**src/rtl/bus_arb_pkg.sv**
```systemverilog
// Shared definitions for the four-master internal bus arbiter:
// FSM state encoding, master count and the fixed master slot assignments.
package bus_arb_pkg;

  typedef enum logic [1:0] {
    IDLE  = 2'd0,
    GRANT = 2'd1,
    TURN  = 2'd2
  } arb_state_t;

  localparam int NUM_MASTERS = 4;

  localparam logic [1:0] MST_REGF   = 2'd0;
  localparam logic [1:0] MST_ALU    = 2'd1;
  localparam logic [1:0] MST_MDR    = 2'd2;
  localparam logic [1:0] MST_INPORT = 2'd3;

endpackage

```
**src/rtl/decoder_2_4.sv**
```systemverilog
// 2-to-4 one-hot decoder with enable; drives the bus multiplexer select lines.
module decoder_2_4
  import bus_arb_pkg::*;
(
  input  logic [1:0]             idx,
  input  logic                   en,
  output logic [NUM_MASTERS-1:0] onehot
);

  genvar gi;
  generate
    for (gi = 0; gi < NUM_MASTERS; gi++) begin : g_dec
      assign onehot[gi] = en && (idx == 2'(gi));
    end
  endgenerate

endmodule

```
**src/rtl/bus_arbiter_4.sv**
```systemverilog
// Round-robin owner arbiter for the shared CPU bus, with one idle turnaround cycle
// between owners. Optional forced-release hold limit: BUS_ARB_TIMEOUT_EN.
module bus_arbiter_4
  import bus_arb_pkg::*;
#(
  parameter int MAX_HOLD = 16
)
(
  input  logic                   clock,
  input  logic                   clear,
  input  logic [NUM_MASTERS-1:0] req,
  output logic [NUM_MASTERS-1:0] grant,
  output logic [1:0]             grant_idx,
  output logic                   grant_valid,
  output logic                   timeout
);

  generate
    if (MAX_HOLD < 2 || MAX_HOLD > 255) begin : g_bad_hold
      $error("bus_arbiter_4: MAX_HOLD out of range 2..255");
    end
  endgenerate

  arb_state_t             state_reg, state_next;
  logic [1:0]             idx_reg, idx_next;
  logic                   valid_reg, valid_next;
  logic [1:0]             ptr_reg, ptr_next;
  logic                   timeout_reg, timeout_next;
  logic [NUM_MASTERS-1:0] grant_reg, grant_next;
  logic                   win_found;
  logic [1:0]             win_idx;
  logic                   force_release;

  // Scan upward from ptr (mod 4); the first requester found wins.
  always_comb begin
    win_found = 1'b0;
    win_idx   = ptr_reg;
    for (int i = 0; i < NUM_MASTERS; i++) begin
      if (!win_found && req[ptr_reg + 2'(i)]) begin
        win_found = 1'b1;
        win_idx   = ptr_reg + 2'(i);
      end
    end
  end

`ifdef BUS_ARB_TIMEOUT_EN
  localparam int HW = $clog2(MAX_HOLD);

  logic [HW-1:0] hold_reg, hold_next;
  logic          hold_limit;
  logic          others_req;

  assign hold_limit = (hold_reg == HW'(MAX_HOLD - 1));
  // grant_reg is the owner's one-hot while in GRANT, so this masks out the owner.
  assign others_req = |(req & ~grant_reg);
  // An owner dropping req on the limit edge is a normal release, not a timeout.
  assign force_release = (state_reg == GRANT) && hold_limit && others_req
                         && req[idx_reg];

  always_comb begin
    hold_next = hold_reg;
    if (state_reg == GRANT && !hold_limit)
      hold_next = hold_reg + HW'(1);
    if (state_next == GRANT && state_reg != GRANT)
      hold_next = '0;
  end

  always_ff @(posedge clock) begin
    if (clear)
      hold_reg <= '0;
    else
      hold_reg <= hold_next;
  end
`else
  assign force_release = 1'b0;
`endif

  always_comb begin
    state_next   = state_reg;
    idx_next     = idx_reg;
    valid_next   = valid_reg;
    ptr_next     = ptr_reg;
    timeout_next = 1'b0;
    unique case (state_reg)
      IDLE, TURN: begin
        if (win_found) begin
          state_next = GRANT;
          idx_next   = win_idx;
          valid_next = 1'b1;
        end else begin
          state_next = IDLE;
          idx_next   = 2'd0;
          valid_next = 1'b0;
        end
      end
      GRANT: begin
        if (!req[idx_reg] || force_release) begin
          state_next   = TURN;
          idx_next     = 2'd0;
          valid_next   = 1'b0;
          ptr_next     = idx_reg + 2'd1;
          timeout_next = force_release;
        end
      end
      default: begin
        state_next = IDLE;
        idx_next   = 2'd0;
        valid_next = 1'b0;
      end
    endcase
  end

  // Decode the next owner so the drive enables come straight from flops.
  decoder_2_4 u_dec (
    .idx    (idx_next),
    .en     (valid_next),
    .onehot (grant_next)
  );

  always_ff @(posedge clock) begin
    if (clear) begin
      state_reg   <= IDLE;
      idx_reg     <= 2'd0;
      valid_reg   <= 1'b0;
      ptr_reg     <= 2'd0;
      timeout_reg <= 1'b0;
      grant_reg   <= '0;
    end else begin
      state_reg   <= state_next;
      idx_reg     <= idx_next;
      valid_reg   <= valid_next;
      ptr_reg     <= ptr_next;
      timeout_reg <= timeout_next;
      grant_reg   <= grant_next;
    end
  end

  assign grant       = grant_reg;
  assign grant_idx   = idx_reg;
  assign grant_valid = valid_reg;
  assign timeout     = timeout_reg;

endmodule

```
**config.mk**
```make
export PLATFORM = sky130hd
export DESIGN_NAME = bus_arbiter_4
export DESIGN_NICKNAME = d
export VERILOG_FILES = /design/src/rtl/bus_arb_pkg.sv /design/src/rtl/decoder_2_4.sv /design/src/rtl/bus_arbiter_4.sv
export SDC_FILE = /design/constraint.sdc
export NUM_CORES = 1
export LEC_CHECK = 0
export BUFFER_PORTS_ARGS = -buffer_cell sky130_fd_sc_hd__buf_4
export CORE_AREA = 2 2 39 41
export CTS_CLUSTER_SIZE = 12
export DETAILED_ROUTE_END_ITERATION = 16
export DIE_AREA = 0 0 41 43
export PLACE_DENSITY_LB_ADDON = 0.08
export SYNTH_ARGS = -nofsm -noshare
export SYNTH_HDL_FRONTEND = slang
export SYNTH_SLANG_ARGS = --single-unit
export TNS_END_PERCENT = 100
```
**constraint.sdc**
```tcl
create_clock -name clock -period 1.75 [get_ports clock]
set_input_delay 0.0875 -clock clock [delete_from_list [all_inputs] [get_ports clock]]
set_output_delay 0.0875 -clock clock [all_outputs]
set_load 0.01 [all_outputs]
```
After elaboration in Yosys (flattened, before gate mapping) --
Index checks and enable logic that the tools add are counted.
Operators by class: order comparisons 5, mux-type cells 26, bitwise operators 1, add/sub/neg operators 4, reductions and logical operators 14, eq/ne operators 6
Operators with widths (count):
- < comparator 2 x 3 -> 1 bit (second input constant) | 5
- 2-to-1 mux 1 bit | 12
- 2-to-1 mux 2 bit | 6
- binary-select mux 1 bit (select 2 bit) | 5
- one-hot mux 2 bit (2 select lines) | 2
- logical AND 1 bit | 7
- equality test 2 bit (second input constant) | 3
- adder 2 x 1 -> 2 bit (second input constant) | 2
- adder 2 bit (second input constant) | 2
- equality test 2 x 1 -> 1 bit (second input constant) | 2
- logical NOT 2 bit | 2
- logical NOT 1 bit | 3
- inequality test 2 bit (second input constant) | 1
- one-hot mux 1 bit (2 select lines) | 1
- AND reduction 2 bit | 1
- OR reduction 2 bit | 1
- NOT 1 bit | 1
Storage, ports and cells: logic and storage cells 61, output and inout port bits 8, register bits after elaboration 11, bits of input ports 6

Depth between registers and ports, before layout --
word-level depth 16, mapped depth 5, mapped depth without buffers 4

Cells and area by module --
From an unflattened synthesis, not the netlist that was laid out.
Second synthesis, totals: cells, all modules 65, area total of the unflattened synthesis 578.1 um2
By module, submodules not included:
- bus_arbiter_4 | area each 540.5 um2, cells each 61, seq. area each 220.2 um2, times used 1
- decoder_2_4 | area each 37.5 um2, cells each 4, seq. area each 0.0 um2, times used 1

Worst setup path before layout --
OpenSTA, ideal clock, no wires.
path kind reg-to-reg, start point reg idx_reg[0], in the netlist grant_idx[0], end point reg ptr_reg[0], stages on the path, launching flop included 6, path slack 0.179 ns, required time 1.664 ns, data arrival time 1.485 ns, clock period less this slack 1.571 ns, path buffers 1, setup time 0.086 ns, cells stage by stage dfxtp_1 buf_6 mux4_2 nor3b_4 nor2_1 a211oi_1
Between the ends: longest elaborated chain between the ends 4, elaborated cells between the ends (all ways) 5, those cells by class 1 x add/sub; 2 x mux; 1 x bitwise; 1 x reduce/logical
RTL lines:
- start, declared | RTL line bus_arbiter_4.sv:25 | logic [1:0] idx_reg, idx_next;
- start signal, assigned | RTL line bus_arbiter_4.sv:130 | idx_reg <= idx_next;
- binary-select mux 1 bit (select 2 bit) | RTL line bus_arbiter_4.sv:97 | if (!req[idx_reg] || force_release) begin
- 2-to-1 mux 1 bit (not written as such) | RTL line bus_arbiter_4.sv:97
- NOT 1 bit (no line)
- AND reduction 2 bit (no line)
- end signal, assigned | RTL line bus_arbiter_4.sv:132 | ptr_reg <= ptr_next;
- end, declared | RTL line bus_arbiter_4.sv:27 | logic [1:0] ptr_reg, ptr_next;
Several ways; a longest one is shown, not always the timed one. The select of a mux whose other input is x is not followed. A chain may end at the register's enable or synchronous reset.

Worst setup path in the final report --
start point reg idx_reg[0], in the netlist grant_idx[0], end point reg ptr_reg[1]
The elaborated chain is that of the path after synthesis.

==> metrics.csv <==
metric;value;unit
via_count;488;
finalSetupViolations;0;
synth_common_cells;dfxtp_1, nand2b_1, nor2_1;
arrival;1.78;ns
outcome;complete, no violations;
place_area;708;um2
cts_hold_buf;0;
routed_wl;1160;um
crit_type;reg -> reg;
grt_pass1_wl;1900;um
final.setup.tns;0;ns
drt-met1-wl;582;um
wl_per_cell;12.2;um
dp_cells;91;
synth_edf_count;0;
fin_crit_sh;0.908;
ant_nets;0;
worstPathRequired;1.94;ns
ctsLongestPathBuffers;2;
gp_congestion;0.812;
syn_avg_cell_area;9.59;um2
fillers;144;
clk_pin_slew;0.07;ns
start_kind;flip-flop;
synthTopCellsByArea;dfxtp_1, nand2b_1, mux2_2;
first_pass_iters;4;
fin_cells;95;
grt_setup_unrepaired;no;
dieWidth;41;um
first_global_vias;446;
synthFlopType;dfxtp_1;
synth.largest_area_cell;dfxtp_1;
initial_utilization;0.429;
finalHoldViolCount;0;
cts-root-buf;clkbuf_4;
coreArea;0.00138;mm2
synth_top_area_frac;0.371;
ir_drop;0.619;mV
finClkSkew;0.00323;ns
swShare;0.282;
syn_nets;68;
largest_register_ffs;4;
critPathMaxFanout;5;
hold_path.class;in -> reg;
fin_util;0.531;
diodes;0;
slowest_stage;mux4_2;
power.density;844;mW/mm2
antenna_found_initial;0;
dpl.hpwl;876;um
async_flop_share;0;
p_comb_frac;0.250;
seqPwrFrac;0.470;
yosysSeqAreaShare;0.371;
stdcell_area;734;um2
grtUsageTotal;0.161;
top_layer_used;met4;
die_h;43;um
fin_crit;1.59;ns
drc_errors;0;
viasPerCell;5.14;
synthesis.area;594;um2
crit_path_end_kind;flip-flop;
power.internal;0.445;mW
p_sw;0.175;mW
synthDistinctLibCells;33;
insertion_delay;0.27;ns
ys_warn_count;0;
post_cts_resized;0;
critPathMaxStageDelay;0.55;ns
wl_met3;67;um
dieArea;0.00176;mm2
grt_max_degree;9;
ios;14;
drt_iter0_drc;1;
cts_buffers;3;
syn2layout_area_growth;23.6;%
worstPathCellList;mux4_2 -> nor3b_4 -> nor2_1 -> a211oi_1;
p_clk_frac;0.280;
synth-seq-cells;11;
power.leakage;0.311;nW
wl_met2;486;um
hold-worst-slack;0.0106;ns
cts.sinks;11;
max-cap-violations;0;
layout-drive-gt1-share;0.342;
slew_viol_final;0;
fin_nets;86;
io_buffers;12;
htreeDepth;1;
cts_setup_buffers;0;
cts_tree;done;
yosysMostFrequentCell;dfxtp_1;
num_rows;14;
synth_cells;62;
grt-ovfl-total;0;
max_freq;0.630;GHz
path summary, 6_finish.rpt:
kind	startpoint	endpoint	slack, ns	cells past startpoint
hold reg to reg	ptr_reg[0]	ptr_reg[0]	0.54	2
hold / removal	clear	ptr_reg[0]	0.01	2
setup reg to reg	grant_idx[0]	ptr_reg[1]	0.16	4
setup / recovery	grant_idx[0]	ptr_reg[1]	0.16	4
per-stage QoR:
stage                     setup slack, ns  total power, mW
final                               0.161            0.620
after global routing               0.0137            0.657
after CTS                           0.152            0.627
after detailed placement            0.178            0.452
after global placement              0.200            0.453
after floorplan                     0.179            0.396
power by group through the flow:
stage | Clock [mW] | Combinational [mW] | Sequential, mW
6_report | 0.174 | 0.155 | 0.291
5_1_grt | 0.190 | 0.172 | 0.295
4_1_cts | 0.179 | 0.157 | 0.291
3_5_place_dp | 0 | 0.156 | 0.297
3_3_place_gp | 0 | 0.156 | 0.297
2_1_floorplan | 0 | 0.0968 | 0.299
layout make-up:
class	instances	area (um2)	area share
clock buffers	4	26.3	0.0358
inverters	3	11.3	0.0153
multi-input cells	46	344	0.468
flip-flops and latches	11	220	0.300
well taps	16	20.0	0.0273
repair buffers	15	113	0.153
layout by cell type (no fill, tap or decap):
cell	count
a211oi_1	2
a21bo_2	1
a21boi_0	1
a21oi_1	3
a221oi_1	1
a22o_1	1
a31oi_1	1
and2_2	1
and3_1	2
and3b_1	1
buf_4	15
clkbuf_1	1
clkbuf_4	3
conb_1	1
dfxtp_1	11
inv_1	3
mux2_2	2
mux2i_1	1
mux4_2	1
nand2_1	3
nand2b_1	4
nor2_1	4
nor2b_1	1
nor3_1	3
nor3b_1	3
nor3b_4	1
nor4_1	1
o21ai_0	1
o32ai_1	1
o41a_1	1
o41ai_2	1
or2_2	1
or2_4	1
xnor2_1	1
layer usage:
metal,vias up,global-route usage
li1,259,-
met5,-,0
met2,12,0.219
met4,0,0.100
met3,2,0.0471
met1,215,0.214
logic make-up (layout without fill, tap and decap cells):
logic type / after synthesis / in the layout / share of synthesized area
XOR/XNOR: 1 / 1 / 0.0147
buffers and inverters: 5 / 22 / 0.0505
flip-flops: 11 / 11 / 0.371
multiplexers: 4 / 4 / 0.0926
other: 1 / 1 / 0.00631
AO/OA/AOI/OAI: 14 / 14 / 0.189
AND/OR/NAND/NOR: 26 / 26 / 0.276
critical path: cells and delay by family (launching register included):
kind,cells,cell delay (ns)
AO/OA/AOI/OAI,1,0.19
flip-flops,1,0.42
multiplexers,1,0.55
AND/OR/NAND/NOR,2,0.35
No activity file was read; power rests on OpenSTA's default activity.
